**src/rtl/i2s_tx_stereo_if.sv**
```systemverilog
// Sample-pair stream between an audio source and the stereo I2S transmitter.
//   s_valid : source offers {s_left, s_right}
//   s_ready : sink can take a pair this cycle
//   s_left  : left sample, two's complement
//   s_right : right sample, two's complement
// A pair moves on any rising clk edge where s_valid and s_ready are both high.
interface i2s_tx_stereo_if #(
  parameter int DATA_W = 16
);
  logic              s_valid;
  logic              s_ready;
  logic [DATA_W-1:0] s_left;
  logic [DATA_W-1:0] s_right;

  modport master (output s_valid, s_left, s_right, input s_ready);
  modport slave  (input s_valid, s_left, s_right, output s_ready);
endinterface

```
**src/rtl/i2s_tx_stereo.sv**
```systemverilog
// Stereo I2S transmitter. BCK, LRCK and DIN are ordinary registers in the clk
// domain. A fractional phase accumulator produces the BCK half periods.
// Ports:
//   clk, sys_rst_n : system clock; asynchronous active-low reset
//   en             : run request; stopping always ends on a frame boundary
//   fmt_lj         : 0 = I2S (MSB one BCK late), 1 = left-justified
//   s              : sample-pair stream into a one-entry holding register
//   i2s_bck/lrck/din : DAC pins (lrck 0 = left slot)
//   busy           : transmitter not idle
//   frame_start    : one-clk pulse on every frame load
//   underrun       : one-clk pulse when a frame loads with no pair waiting
module i2s_tx_stereo #(
  parameter int DATA_W = 16,
  parameter int SLOT_W = 32,
  parameter int CLK_HZ = 6000000,
  parameter int BCK_HZ = 2822400
) (
  input  logic           clk,
  input  logic           sys_rst_n,
  input  logic           en,
  input  logic           fmt_lj,
  i2s_tx_stereo_if.slave s,
  output logic           i2s_bck,
  output logic           i2s_lrck,
  output logic           i2s_din,
  output logic           busy,
  output logic           frame_start,
  output logic           underrun
);
  localparam int                 IDX_W    = $clog2(2 * SLOT_W);
  localparam logic [IDX_W-1:0]   SLOT_IDX = IDX_W'(SLOT_W);
  localparam logic [IDX_W-1:0]   LAST_IDX = IDX_W'(2 * SLOT_W - 1);
  localparam logic [31:0]        STEP     = 32'(2 * BCK_HZ);
  localparam logic [31:0]        LIMIT    = 32'(CLK_HZ);

  typedef enum logic [1:0] {IDLE, RUN, DRAIN} state_t;

  state_t            state, state_n;
  logic [31:0]       acc, acc_sum;
  logic [IDX_W-1:0]  bit_idx, idx_next;
  logic [DATA_W-1:0] hold_l, hold_r;
  logic [DATA_W-1:0] word_l, word_r;   // words of the frame being sent
  logic [DATA_W-1:0] ld_l, ld_r;       // words in force after this cycle
  logic              hold_full, fmt_q, fmt_sel;
  logic              half_tick, rise, fall, wrap, load, stop, xfer;

  // Serial bit for bit position idx of a frame carrying words wl/wr.
  // Shifting past the word yields the zero padding at the end of the slot.
  function automatic logic din_of(input logic [IDX_W-1:0]  idx,
                                  input logic              lj,
                                  input logic [DATA_W-1:0] wl,
                                  input logic [DATA_W-1:0] wr);
    logic [IDX_W-1:0]  k;
    logic [DATA_W-1:0] w;
    logic [DATA_W-1:0] sh;
    if (idx >= SLOT_IDX) begin
      k = idx - SLOT_IDX;
      w = wr;
    end else begin
      k = idx;
      w = wl;
    end
    if (lj)            sh = w << k;
    else if (k == '0)  sh = '0;
    else               sh = w << (k - IDX_W'(1));
    return sh[DATA_W-1];
  endfunction

  assign s.s_ready = !hold_full;
  assign xfer      = s.s_valid && !hold_full;
  assign busy      = (state != IDLE);

  // A load with nothing waiting sends an all-zero frame.
  assign ld_l    = load ? (hold_full ? hold_l : '0) : word_l;
  assign ld_r    = load ? (hold_full ? hold_r : '0) : word_r;
  assign fmt_sel = load ? fmt_lj : fmt_q;

  always_comb begin
    // NOTE: every signal gets a default before the case so that no path
    // leaves one unassigned, which would infer a latch.
    state_n   = state;
    load      = 1'b0;
    stop      = 1'b0;
    acc_sum   = acc + STEP;
    half_tick = (state != IDLE) && (acc_sum >= LIMIT);
    rise      = half_tick && !i2s_bck;
    fall      = half_tick && i2s_bck;
    wrap      = fall && (bit_idx == LAST_IDX);
    idx_next  = (bit_idx == LAST_IDX) ? '0 : bit_idx + 1'b1;
    unique case (state)
      IDLE: begin
        if (en) begin
          load    = 1'b1;
          state_n = RUN;
        end
      end
      RUN: begin
        if (wrap) load = 1'b1;
        if (!en)  state_n = DRAIN;
      end
      DRAIN: begin
        // Stop on the falling edge that would begin the next frame.
        if (wrap) begin
          stop    = 1'b1;
          state_n = IDLE;
        end
      end
      default: state_n = IDLE;
    endcase
  end

  // NOTE: state is assigned with <= so every register samples the values
  // from before this edge, independent of block ordering.
  always_ff @(posedge clk or negedge sys_rst_n) begin
    if (!sys_rst_n) state <= IDLE;
    else            state <= state_n;
  end

  always_ff @(posedge clk or negedge sys_rst_n) begin
    if (!sys_rst_n) begin
      // NOTE: the holding data is cleared too, so a pair offered before a
      // reset can never reappear in a later frame.
      hold_l      <= '0;
      hold_r      <= '0;
      hold_full   <= 1'b0;
      word_l      <= '0;
      word_r      <= '0;
      fmt_q       <= 1'b0;
      acc         <= '0;
      bit_idx     <= '0;
      i2s_bck     <= 1'b0;
      i2s_lrck    <= 1'b0;
      i2s_din     <= 1'b0;
      frame_start <= 1'b0;
      underrun    <= 1'b0;
    end else begin
      frame_start <= load;
      underrun    <= load && !hold_full;

      // A pair accepted in a load cycle waits for the following frame.
      if (xfer) begin
        hold_l    <= s.s_left;
        hold_r    <= s.s_right;
        hold_full <= 1'b1;
      end else if (load) begin
        hold_full <= 1'b0;
      end

      if (load) begin
        word_l <= ld_l;
        word_r <= ld_r;
        fmt_q  <= fmt_lj;
      end

      if (state == IDLE || stop) acc <= '0;
      else if (half_tick)        acc <= acc_sum - LIMIT;
      else                       acc <= acc_sum;

      if (stop) begin
        i2s_bck  <= 1'b0;
        i2s_lrck <= 1'b0;
        i2s_din  <= 1'b0;
        bit_idx  <= '0;
      end else if (state == IDLE) begin
        // On entry DIN shows bit position 0 before the first rising edge.
        i2s_bck  <= 1'b0;
        i2s_lrck <= 1'b0;
        i2s_din  <= load ? din_of('0, fmt_sel, ld_l, ld_r) : 1'b0;
        bit_idx  <= '0;
      end else if (rise) begin
        i2s_bck <= 1'b1;
      end else if (fall) begin
        i2s_bck  <= 1'b0;
        bit_idx  <= idx_next;
        i2s_lrck <= (idx_next >= SLOT_IDX);
        i2s_din  <= din_of(idx_next, fmt_sel, ld_l, ld_r);
      end
    end
  end
endmodule
```
**src/flat_wrapper.sv**
```systemverilog
// flat-port wrapper written by rule: the top's interface ports become plain ports
module i2s_tx_stereo_flat 
#(
  parameter int DATA_W = 16,
  parameter int SLOT_W = 32,
  parameter int CLK_HZ = 6000000,
  parameter int BCK_HZ = 2822400
)
  (clk, sys_rst_n, en, fmt_lj, i2s_bck, i2s_lrck, i2s_din, busy, frame_start, underrun, s_s_valid, s_s_left, s_s_right, s_s_ready);
  i2s_tx_stereo_if #(.DATA_W(DATA_W)) s_i ();
  input  logic clk;
  input  logic sys_rst_n;
  input  logic en;
  input  logic fmt_lj;
  output logic i2s_bck;
  output logic i2s_lrck;
  output logic i2s_din;
  output logic busy;
  output logic frame_start;
  output logic underrun;
  input wire logic [$bits(s_i.s_valid)-1:0] s_s_valid;
  input wire logic [$bits(s_i.s_left)-1:0] s_s_left;
  input wire logic [$bits(s_i.s_right)-1:0] s_s_right;
  output wire logic [$bits(s_i.s_ready)-1:0] s_s_ready;
  assign s_i.s_valid = s_s_valid;
  assign s_i.s_left = s_s_left;
  assign s_i.s_right = s_s_right;
  assign s_s_ready = s_i.s_ready;
  i2s_tx_stereo #(.DATA_W(DATA_W), .SLOT_W(SLOT_W), .CLK_HZ(CLK_HZ), .BCK_HZ(BCK_HZ)) u_core (.clk(clk), .sys_rst_n(sys_rst_n), .en(en), .fmt_lj(fmt_lj), .s(s_i), .i2s_bck(i2s_bck), .i2s_lrck(i2s_lrck), .i2s_din(i2s_din), .busy(busy), .frame_start(frame_start), .underrun(underrun));
endmodule
```
**config.mk**
```make
export PLATFORM = sky130hd
export DESIGN_NAME = i2s_tx_stereo_flat
export DESIGN_NICKNAME = d
export VERILOG_FILES = /design/src/rtl/i2s_tx_stereo_if.sv /design/src/rtl/i2s_tx_stereo.sv /design/src/flat_wrapper.sv
export SDC_FILE = /design/constraint.sdc
export NUM_CORES = 1
export LEC_CHECK = 0
export BUFFER_PORTS_ARGS = -buffer_cell sky130_fd_sc_hd__buf_2
export CORE_MARGIN = 1
export CORE_UTILIZATION = 60
export DETAILED_ROUTE_END_ITERATION = 6
export PLACE_DENSITY_LB_ADDON = 0.2
export SLEW_MARGIN = 20
export SYNTH_ARGS = -nofsm -noshare
export SYNTH_HDL_FRONTEND = slang
export SYNTH_SLANG_ARGS = --single-unit
```
**constraint.sdc**
```tcl
create_clock -name clk -period 4.85 [get_ports clk]
set_input_delay 0.485 -clock clk [delete_from_list [all_inputs] [get_ports clk]]
set_output_delay 0.485 -clock clk [all_outputs]
set_load 0.02 [all_outputs]
```
==> flow_metrics.py <==
metrics = {
    "status": {
        "outcome": "completed",
    },
    "critical_path": {
        "start_kind": "flop",
        "rr_worst_depth": 14,
        "end_kind": "flop",
        "rr_startpoint": "u_core.acc[9]$_DFF_PN0_",
        "crit_start": "u_core.acc[9]$_DFF_PN0_",
        "critPathKind": "reg2reg",
        "worst_ep_arrival_time_ps": 4900,
        "worstPathRequired_ps": 5180,
        "critPathMaxFanout": 27,
    },
    "pwr": {
        "comb_power_share_pct": 54.3,
        "p_switching_mw": 2.456,
        "leakagePower_nw": 3.055,
        "p_per_area_nw_per_um2": 720.2,
        "clkPwrFrac_pct": 12.0,
        "p_sw_share_pct": 48.22,
        "power_mw": 5.094,
        "p_int_mw": 2.638,
        "peakVddDrop_uv": 530.5,
        "p_seq_share_pct": 33.7,
    },
    "cts": {
        "h-tree-depth": 3,
        "clockBufferDepth": 2,
        "cts_setup_buffers": 0,
        "clk_pin_slew_ps": 120,
        "worstSkewPairLatency_ps": 400,
        "root_buffer": "clkbuf_8",
        "cts_tree": "built",
        "cts_buffers": 9,
        "cts_hold_buf": 0,
        "post_cts_resized": 0,
        "clock-sinks": 104,
    },
    "timing": {
        "finalCritPeriodShare_pct": 94.24,
        "relSlewSlack_pct": 34.66,
        "fmax_mhz": 218.8,
        "hold_viol_final": 0,
        "setup_ws_ps": 279.4,
        "rsz0062_at_grt": "false",
        "finalSetupViolations": 0,
        "hold_slack_ps": 164.9,
        "drv_slew": 0,
        "fin_setup_tns_ps": 0,
        "fin_crit_ps": 4571,
        "worst_pin_slew_ps": 978.0,
        "fin_skew_ps": 16.06,
    },
    "synthesis": {
        "synth_commonest_cells": "nand2_1, dfrtp_1, nor2_1, mux2_2, o21ai_0",
        "post_synth_num_cell_types": 83,
        "syn-num-nets": 789,
        "synth_top_cells_by_area": "dfrtp_1, nand2_1, mux2_2",
        "yosysWarnings": 0,
        "synth-seq-cells": 104,
        "yosysMostFrequentCell": "nand2_1",
        "synthFlopType": "dfrtp_1",
        "yosys.area.top_type": "dfrtp_1",
        "yosysTopAreaCellShare_pct": 39.87,
        "avgSynthCellArea_um2": 8.750,
        "netlist_area_um2": 6528,
        "yosysSeqAreaShare_pct": 39.87,
        "async_reset_ff_share_pct": 100.0,
        "synthesis.instances": 746,
        "synth-edff-count": 0,
    },
    "die": {
        "initial_core_util_pct": 62.67,
        "placementRows": 37,
        "die_h_um": 106.3,
        "dieWidth_um": 106.3,
        "pin_count": 44,
        "core_area_um2": 10420,
        "dieArea_um2": 11300,
    },
    "place": {
        "port_buffers": 43,
        "place_area_um2": 6842,
        "dpl.hpwl_um": 12370,
        "dpl_worst_slack_ps": 372.2,
        "place_inst": 890,
        "gp_congestion": 0.9513,
    },
    "cells_and_area": {
        "fin_cells": 906,
        "fin_util_pct": 67.90,
        "final_area_um2": 7073,
        "drive_gt1_share_pct": 16.75,
        "n_antenna_cell": 0,
        "nNetsFinal": 808,
        "areaGrowthSynthToFinish_pct": 8.357,
    },
    "hold_path": {
        "hp-class": "in2async",
    },
    "global_route": {
        "antenna_found_initial": 0,
        "grt_max_degree": 63,
        "overflow": 0,
        "grt_pass1_vias": 5490,
        "grt_pass1_wl_um": 28670,
        "grt_usage_pct": 32.85,
    },
    "drt": {
        "vias_per_cell": 6.587,
        "vias": 5968,
        "drcViolationCount": 0,
        "ant_nets": 0,
        "drt_first_pass_iters": 5,
        "routed_wl_um": 17510,
        "drt-wirelength-per-cell_um": 19.32,
        "drtIter0Drc": 710,
    },
    "job": {
        "drv_cap": 0,
    },
}
==> sequential cells by signal (all words and copies together) (netlist names) <==
register / cells
u_core.word_r: 16
u_core.i2s_lrck: 1
u_core.word_l: 16
u_core.hold_r: 16
u_core.fmt_q: 1
u_core.underrun: 1
u_core.acc: 25
u_core.i2s_din: 1
u_core.state: 2
u_core.bit_idx: 6
u_core.frame_start: 1
u_core.hold_full: 1
u_core.i2s_bck: 1
u_core.hold_l: 16
==> cell families (layout without fill, tap and decap cells) <==
family,count (synthesis),in the layout,share of synthesized area (%)
and+or+nand+nor,309,309,21.83
AOI/OAI and AO/OA,175,175,19.61
DFF,104,104,39.87
buffers and inverters,64,88,4.274
xor gates and xnor gates,45,45,6.038
muxes,43,43,7.226
adders and majority gates,6,6,1.150
==> placed cells by master (no fill, tap or decap), types with 10 or more instances in the layout <==
master and n:
nand2_1 124, dfrtp_1 104, nor2_1 71, buf_2 42, o21ai_0 33, mux2_2 33
xnor2_1 31, nand3_1 30, nor3_1 26, a21oi_1 24, buf_4 16, xor2_1 14
a31oi_1 12, inv_1 12, and3_1 10, mux2i_1 10, a211oi_1 10
==> critical path, cell delays in order (launching register included) <==
cell and delay [ps]:
dfrtp_1 500, ha_1 380, a31oi_1 220, or4_4 540
a21oi_1 200, xor2_1 150, nor4_2 580, nand4_4 310
nand2_2 200, buf_4 290, a221oi_1 140, a2111o_1 410
o311a_1 110, a211o_1 290, a41oi_2 140
==> worst paths after layout <==
kind                                           endpoint  slack [ps]
min                            u_core.acc[13]$_DFF_PN0_         160
min reg2reg                u_core.word_l[8]$_DFFE_PN0N_         490
max                          u_core.i2s_din$_DFFE_PN0P_         280
max reg2reg                  u_core.i2s_din$_DFFE_PN0P_         280
max in group asynchronous  u_core.hold_l[5]$_DFFE_PN0P_        3600
min in group clk           u_core.hold_r[2]$_DFFE_PN0P_         310
==> power groups by stage <==
stage / Clock [mW] / Combinational, mW / Sequential, mW
after global routing: 0.657 / 3.03 / 1.77
after floorplan: 0 / 2.17 / 1.50
final: 0.611 / 2.77 / 1.72
after detailed placement: 0 / 2.70 / 1.71
after global placement: 0 / 2.63 / 1.70
after CTS: 0.623 / 2.71 / 1.70
==> cell type report <==
cell class              instances  area, um^2
repair buffers                 59       350.3
well taps                     136       170.2
multi-input cells             578        3670
fillers                       859        3343
clock buffers                   9       123.9
flip-flops and latches        104        2603
clock inverters                 7       107.6
inverters                      13       48.80
==> routing by layer <==
layer / vias to the layer above / wire length (um) / GRT usage (%)
li1: 2713 / - / -
met5: - / 0 / 0
met1: 2917 / 8414 / 51.28
met3: 28 / 1479 / 7.971
met2: 310 / 7296 / 44.57
met4: 0 / 318 / 9.325
Power figures use the tool's default switching activity.
